===== config.mk =====
export PLATFORM = sky130hd
export DESIGN_NAME = event_pulse_stretcher
export DESIGN_NICKNAME = d
export VERILOG_FILES = /design/src/rtl/event_pulse_stretcher_pkg.sv /design/src/rtl/event_pulse_stretcher_sat_counter.sv /design/src/rtl/event_pulse_stretcher.sv
export SDC_FILE = /design/constraint.sdc
export NUM_CORES = 1
export LEC_CHECK = 0
export ABC_AREA = 1
export CAP_MARGIN = 0
export CORE_MARGIN = 5
export CORE_UTILIZATION = 30
export CTS_CLUSTER_SIZE = 12
export DETAILED_ROUTE_END_ITERATION = 10
export PLACE_DENSITY_LB_ADDON = 0.05
export SYNTH_ARGS = -nofsm -noshare
export SYNTH_HDL_FRONTEND = slang
export SYNTH_SLANG_ARGS = --single-unit

===== constraint.sdc =====
create_clock -name clk -period 2.3 [get_ports clk]
set_input_delay 0.345 -clock clk [delete_from_list [all_inputs] [get_ports clk]]
set_output_delay 0.345 -clock clk [all_outputs]
set_load 0.02 [all_outputs]

===== src/rtl/event_pulse_stretcher_pkg.sv =====
// Shared definitions for the event pulse stretcher: state encoding,
// default 50 MHz timing and the timing-counter width helper.
package event_pulse_stretcher_pkg;

  typedef enum logic [1:0] {
    IDLE = 2'd0,
    ON   = 2'd1,
    GAP  = 2'd2
  } state_t;

  // 50 ms on / 50 ms off at a 50 MHz clock.
  localparam int DEFAULT_ON_CYCLES  = 2_500_000;
  localparam int DEFAULT_OFF_CYCLES = 2_500_000;

  function automatic int cnt_width(input int on_c, input int off_c);
    int m;
    m = (on_c > off_c) ? on_c : off_c;
    return ($clog2(m) < 1) ? 1 : $clog2(m);
  endfunction

endpackage


===== src/rtl/event_pulse_stretcher_sat_counter.sv =====
// Up/down counter that holds at zero and at all-ones; a sticky flag
// records any increment lost at the top.
module event_pulse_stretcher_sat_counter #(
  parameter int W = 4
) (
  input  logic         clk,
  input  logic         reset,
  input  logic         inc,
  input  logic         dec,
  output logic [W-1:0] count,
  output logic         sat
);

  localparam logic [W-1:0] MAX = '1;

  logic [W-1:0] count_reg;
  logic         sat_reg;

  // Simultaneous inc and dec cancel, so a full counter can still accept
  // an event in the same cycle one is consumed.
  always_ff @(posedge clk or posedge reset) begin
    if (reset) begin
      count_reg <= '0;
      sat_reg   <= 1'b0;
    end else if (inc && !dec) begin
      if (count_reg == MAX)
        sat_reg <= 1'b1;
      else
        count_reg <= count_reg + 1'b1;
    end else if (dec && !inc && count_reg != '0) begin
      count_reg <= count_reg - 1'b1;
    end
  end

  assign count = count_reg;
  assign sat   = sat_reg;

endmodule


===== src/rtl/event_pulse_stretcher.sv =====
// Stretches single-cycle event strobes into visible LED pulses with a
// guaranteed off-gap; events arriving mid-pulse are queued and replayed.
module event_pulse_stretcher
  import event_pulse_stretcher_pkg::*;
#(
  parameter int ON_CYCLES  = DEFAULT_ON_CYCLES,
  parameter int OFF_CYCLES = DEFAULT_OFF_CYCLES,
  parameter int PEND_W     = 4,
  parameter int RETRIGGER  = 0
) (
  input  logic              clk,
  input  logic              reset,
  input  logic              event_in,
  output logic              led_out,
  output logic              busy,
  output logic [PEND_W-1:0] pending,
  output logic              overflow
);

  localparam int CNT_W = cnt_width(ON_CYCLES, OFF_CYCLES);
  localparam logic [CNT_W-1:0] ON_LOAD  = CNT_W'(ON_CYCLES - 1);
  localparam logic [CNT_W-1:0] OFF_LOAD = CNT_W'(OFF_CYCLES - 1);

  state_t           state_reg, state_next;
  logic [CNT_W-1:0] cnt_reg, cnt_next;
  logic             led_reg, led_next;
  logic             busy_reg, busy_next;
  logic             cnt_zero;
  logic             pend_inc, pend_dec;
  logic             pend_nonzero;

  assign cnt_zero     = (cnt_reg == '0);
  assign pend_nonzero = (pending != '0);

  always_ff @(posedge clk or posedge reset) begin
    if (reset) begin
      state_reg <= IDLE;
      cnt_reg   <= '0;
      led_reg   <= 1'b0;
      busy_reg  <= 1'b0;
    end else begin
      state_reg <= state_next;
      cnt_reg   <= cnt_next;
      led_reg   <= led_next;
      busy_reg  <= busy_next;
    end
  end

  always_comb begin
    state_next = state_reg;
    cnt_next   = cnt_reg;
    case (state_reg)
      IDLE: begin
        if (event_in) begin
          state_next = ON;
          cnt_next   = ON_LOAD;
        end
      end
      ON: begin
        if (RETRIGGER != 0 && event_in) begin
          cnt_next = ON_LOAD;
        end else if (!cnt_zero) begin
          cnt_next = cnt_reg - 1'b1;
        end else begin
          state_next = GAP;
          cnt_next   = OFF_LOAD;
        end
      end
      GAP: begin
        if (!cnt_zero) begin
          cnt_next = cnt_reg - 1'b1;
        end else if (pend_nonzero || event_in) begin
          state_next = ON;
          cnt_next   = ON_LOAD;
        end else begin
          state_next = IDLE;
        end
      end
      default: begin
        state_next = IDLE;
        cnt_next   = '0;
      end
    endcase
  end

  // On the gap-exit cycle an arriving event and the consumed one cancel,
  // which also covers showing a fresh event directly when the queue is empty.
  always_comb begin
    led_next  = (state_next == ON);
    busy_next = (state_next != IDLE);
    pend_inc  = 1'b0;
    pend_dec  = 1'b0;
    case (state_reg)
      ON:  pend_inc = event_in && (RETRIGGER == 0);
      GAP: begin
        pend_inc = event_in;
        pend_dec = cnt_zero && (pend_nonzero || event_in);
      end
      default: ;
    endcase
  end

  event_pulse_stretcher_sat_counter #(
    .W(PEND_W)
  ) u_pending (
    .clk  (clk),
    .reset(reset),
    .inc  (pend_inc),
    .dec  (pend_dec),
    .count(pending),
    .sat  (overflow)
  );

  assign led_out = led_reg;
  assign busy    = busy_reg;

endmodule


-- Word-level counts from Yosys, hierarchy flattened
Cells that the tools add are included.
- register bits: 31
- latch bits: 0
- RAM bits: 0
- memory bits (read-only): 0
- input port bits: 3
- output and inout bits: 7
- word-level logic and storage cells: 47
- memories: 0
- add/sub/neg operators: 3
- multiply operators: 0
- div/mod/pow operators: 0
- order comparisons: 0
- eq/ne operators: 7
- shifts and indexed selects: 0
- muxes and demuxes: 15
- bitwise gates (word level): 0
- reductions and logical operators: 16
- operator list (kind ; number):
    22-bit two-way mux ; 4
    22-bit one-hot mux with 3 select lines ; 1
    22-bit logical NOT ; 1
    22-bit by 1-bit subtractor with 22-bit output (second input constant) ; 1
    4-bit two-way mux ; 3
    2-bit two-way mux ; 3
    2-bit one-hot mux with 3 select lines ; 1
    2-bit AND reduction ; 3
    4-bit by 1-bit adder with 4-bit output (second input constant) ; 1
    2-bit by 1-bit == test with 1-bit output (second input constant) ; 2
    4-bit == test (second input constant) ; 1
    1-bit logical AND ; 4
    2-bit inequality test (second input constant) ; 2
    2-bit nonzero test ; 2
    4-bit nonzero test ; 1
    4-bit by 1-bit subtractor with 4-bit output (second input constant) ; 1
    1-bit two-way mux ; 3
    3-bit inequality test (second input constant) ; 1
    2-bit == test (second input constant) ; 1
    1-bit logical NOT ; 2
    2-bit logical NOT ; 1
    2-bit OR reduction ; 1
    1-bit logical OR ; 1

-- Logic depth before layout (Yosys ltp)
- depth after elaboration: 8
- depth in mapped cells: 15
- gate-level depth less buffers: 15

-- Modules after synthesis
A second synthesis with hierarchy kept.
- cells, all modules: 353
- area, all modules: 2519.9 um2
- modules (own cells, without submodules) (module ; times used ; cells an instance ; area an instance (um2) ; sequential area each (um2)):
    event_pulse_stretcher ; 1 ; 305 ; 2172.1 ; 650.6
    event_pulse_stretcher_sat_counter ; 1 ; 48 ; 347.8 ; 125.1

-- Worst setup path after synthesis
OpenSTA, ideal clock, no wires.
- path type: register to register
- from: register cnt_reg[10]
- to: register u_pending.count_reg[3], in the netlist u_pending.count[3]
- library setup time: 117 ps
- arrival time: 1994 ps
- data required time: 2183 ps
- setup slack: 189 ps
- stages on the path, launching flop included: 15
- buffers on the path: 0
- clock period less this slack: 2111 ps
- cell sequence: dfrtp_1 > nor2_1 > nand2_2 > nor2_2 > nand4_1 > nand2_1 > ha_1 > nand2_1 > nand2_1 > a31oi_1 > inv_1 > nand2_1 > nand3_1 > nand2_1 > nand2_1
- cells in the longest elaborated chain, start to end: 7
- elaborated cells between the ends (all ways): 11
- classes of those cells: 1 x eq/ne; 2 x mux; 8 x reduce/logical
- ends and longest elaborated chain (element ; RTL line ; text):
    start, declared ; event_pulse_stretcher.sv:25 ; logic [CNT_W-1:0] cnt_reg, cnt_next;
    start signal, assigned ; event_pulse_stretcher.sv:43 ; cnt_reg <= cnt_next;
    22-bit logical NOT * ; event_pulse_stretcher.sv:32 ; assign cnt_zero = (cnt_reg == '0);
    1-bit logical AND * ; event_pulse_stretcher.sv:97 ; pend_dec = cnt_zero && (pend_nonzero || event_in);
    1-bit two-way mux * ; event_pulse_stretcher.sv:93 ; case (state_reg)
    1-bit logical NOT / 1-bit logical AND (equally long branches) ; event_pulse_stretcher_sat_counter.sv:25, event_pulse_stretcher_sat_counter.sv:30 ;
    1-bit logical AND, on equally long branches ; event_pulse_stretcher_sat_counter.sv:25, event_pulse_stretcher_sat_counter.sv:30 ;
    2-bit inequality test (no source line) / 2-bit nonzero test (equally long branches) ; -- ;
    2-bit AND reduction (no source line) ; -- ;
    end signal, assigned ; event_pulse_stretcher_sat_counter.sv:29 ; count_reg <= count_reg + 1'b1;
    end signal, assigned ; event_pulse_stretcher_sat_counter.sv:31 ; count_reg <= count_reg - 1'b1;
    end, declared ; event_pulse_stretcher_sat_counter.sv:16 ; logic [W-1:0] count_reg;
Mark *: on every way between the ends. The rest lies on a longest branch, timed or not.
A chain may end at the register's enable or synchronous reset.

-- Final worst setup path
- from: register cnt_reg[12]
- to: register u_pending.count_reg[3], in the netlist u_pending.count[3]
Same word-level chain as after synthesis.

==> metrics.md <==
| Metric | Value |
|---|---|
| Highest routed layer | met4 |
| I/O pin count | 10 |
| Slew Viols, Final | 0 |
| First-pass GRT wire length | approximately 11 mm |
| Max clock buf depth | 2 |
| # diodes | 0 |
| Crit. End Element | flop |
| Clock sink count | 31 |
| Largest net degree at the start of global routing | 32 |
| GPL Wtd Cong | approximately 0.8 |
| Fin. Hold Viols | 0 |
| Root buffer cell | clkbuf_8 |
| Total CTS buffers | 5 |
| CTS tree | done |
| Die area | 9680 µm² |
| Share of cells above drive strength 1 | 0.179 |
| Data required, critical path | around 2.5 ns |
| DRT met1 WL | about 3.3 mm |
| Post-synthesis sequential area ratio | 0.331 |
| Area delta synth->final | 21.7% |
| Initial antenna violation count | 0 |
| Clock slew at reported path FFs | around 0.07 ns |
| Tcrit/Tclk final | 0.919 |
| Vias in the first global route | around 2.2k |
| Rows | 32 |
| DP HPWL | about 5.2 mm |
| Seq cells post-synth | 31 |
| ANT nets after route | 0 |
| Fmax | roughly 470 MHz |
| Hold Path Class | in2async |
| Total core area | 7690 µm² |
| FILL cells | between 800 and 900 |
| Aggregate global routing overflow | 0 |
| Clock skew | 0.00857 ns |
| Port Buf Inserts | 9 |
| Chip height | slightly below 100 µm |
| WS Path Type | reg2reg |
| P_leak | between 1 and 1.5 nW |
| Fin crit period | roughly 2.1 ns |
| H-tree level count | 2 |
| Netlist Area Pre-Place | 2340 µm² |
| WP data arrival | 2.29 ns |
| First-pass DRT Iterations | 6 |
| Crit-path max cell delay | 0.43 ns |
| DR WL met2 | 3.30 mm |
| Most common flop cell mapped by yosys | dfrtp_1 |
| GRT Total Usage | 0.146 |
| Initial core utilization | 0.305 |
| Relative slew slack | 0.694 |
| Final nets | between 300 and 400 |
| Most used cell along the critical path | nand2_1 |
| Final TNS setup | 0 ns |
| Slowest CP cell | dfrtp_1 |
| Worst vdd ir | between 0.5 and 0.6 mV |
| Drt via density | 4.68 |
| Yosys warns | 0 |
| WP buf/inv | 1 |
| CP startpoint kind | flop |
| Final WL | roughly 6.8 mm |
| Worst-Margin Slew | between 0.4 and 0.5 ns |
| Tot Pwr | 0.00348 W |
| WL per Instance | 14.2 µm |
| Cells after Synth | around 340 |
| Largest fanout on the critical path | 4 |
| Max-Cap Viols | 0 |
| Pwr Density | around 1200 nW/µm² |
| Drt initial violations | 75 |
| Max FFs per register | 22 |
| Met3 wire len | between 100 and 150 µm |
| Outcome | complete, no violations |
| Clock Latency Late Sink | 0.29 ns |
| Avg Synthesized Cell Area | 6.91 µm² |
| Residual DRC count | 0 |
| Net Count, Synth | 351 |
| Number of synthesized flops with an enable pin | 0 |
| # hold bufs at CTS | 0 |
| DIE WIDTH | 98.4 µm |
| Routed vias | between 2k and 2.5k |
| Crit path cell chain | nor2_2 -> nand2_2 -> nor2_2 -> nand4_1 -> nand2_2 -> ha_1 -> nand2_1 -> nand2_1 -> a31oi_1 -> inv_1 -> nand2_1 -> nand3_1 -> nand2_1 -> nand2_1 |
| Share of flip-flops with an asynchronous set or reset | 1.00 |
| Worst path top cell family by delay | simple AND/OR/NAND/NOR gates |
| Final setup viols | 0 |
| Post-synth cell types | 30 |
## final cells by class
class	instances	area, µm²	area share
Multi-Input combinational cell	261	1380	0.484
Sequential cell	31	776	0.272
Tap cell	102	128	0.0447
Clock buffer	8	100	0.0351
Timing Repair Buffer	39	315	0.111
Inverter	41	154	0.0539
## synth_stat cells (all sizes together) (4+ instances only)
cell type	number	share of area
ha	8	0.043
nor3	4	0.0085
buf	4	0.016
nand2	95	0.16
nor2	53	0.10
xor2	4	0.015
nand3	39	0.085
dfrtp	31	0.33
a21oi	14	0.035
nand4	12	0.032
o21ai	19	0.045
o22ai	5	0.013
inv	41	0.066
## timing repair
| action | 4_1_cts | 5_1_grt |
|---|---|---|
| setup buffers | 0 | 2 |
| endpoints found under the setup margin | 0 | 1 |
| gates resized for setup | 0 | 14 |
## path summary, 6_finish.rpt
kind / start / to / slack, ns / cells past startpoint
min: reset / cnt_reg[19] / 0.45 / 3
max reg2reg: cnt_reg[12] / u_pending.count[3] / 0.19 / 14
min reg2reg: u_pending.sat / u_pending.sat / 0.50 / 1
max in group asynchronous: reset / state_reg[1] / 1.55 / 3
max: cnt_reg[12] / u_pending.count[3] / 0.19 / 14
min in group clk: u_pending.sat / u_pending.sat / 0.50 / 1
## stage by stage
stage / utilization / setup WS, ns / hold slack [ns] / std cells / instance area (µm²)
2_1_floorplan: - / 0.189 / 0.449 / 339 / 2340
3_3_place_gp: 0.351 / 0.142 / 0.509 / 472 / 2700
3_5_place_dp: 0.351 / 0.115 / 0.488 / 472 / 2700
4_1_cts: 0.364 / 0.0863 / 0.467 / 480 / 2800
5_1_grt: 0.371 / -0.0220 / 0.513 / 482 / 2850
6_report: 0.371 / 0.185 / 0.452 / 482 / 2850
## routing by layer
layer / vias up / track usage
met2: 16 / 0.250
met4: 0 / 0.0399
met5: - / 0
met3: 9 / 0.0221
li1: 1181 / -
met1: 1049 / 0.192
## power breakdown
part	switching (W)	total, W	internal [W]
combinational	0.00121	0.00204	0.000827
sequential	0.000207	0.000950	0.000744
clock	0.000217	0.000490	0.000273
total	0.00163	0.00348	0.00184
## worst register-to-register path: stages, from the launching register on
cell and delay, ns:
dfrtp_1 0.43, nor2_2 0.16, nand2_2 0.10, nor2_2 0.13, nand4_1 0.16, nand2_2 0.13
ha_1 0.26, nand2_1 0.08, nand2_1 0.04, a31oi_1 0.18, inv_1 0.06, nand2_1 0.09
nand3_1 0.08, nand2_1 0.06, nand2_1 0.04
## cell families (layout without fill, tap and decap cells)
kind of cell	Yosys count	count (layout)	synth area share
xor gates and xnor gates	4	4	0.0149
adders and majority gates	9	9	0.0513
buffers and inverters	47	88	0.0972
DFF	31	31	0.331
and+or+nand+nor	206	206	0.400
AOI/OAI and AO/OA	42	42	0.105
## cell usage in the layout, fill, tap and decap left out, drive strengths merged
cell type and n:
a21oi 14, a31oi 2, buf 30, clkbuf 8, clkdlybuf4s50 9, dfrtp 31
fa 1, ha 8, inv 41, nand2 95, nand3 39, nand3b 2
nand4 12, nor2 53, nor3 4, o21ai 19, o21bai 2, o22ai 5
or2 1, xor2 4
Power figures use the tool's default switching activity.
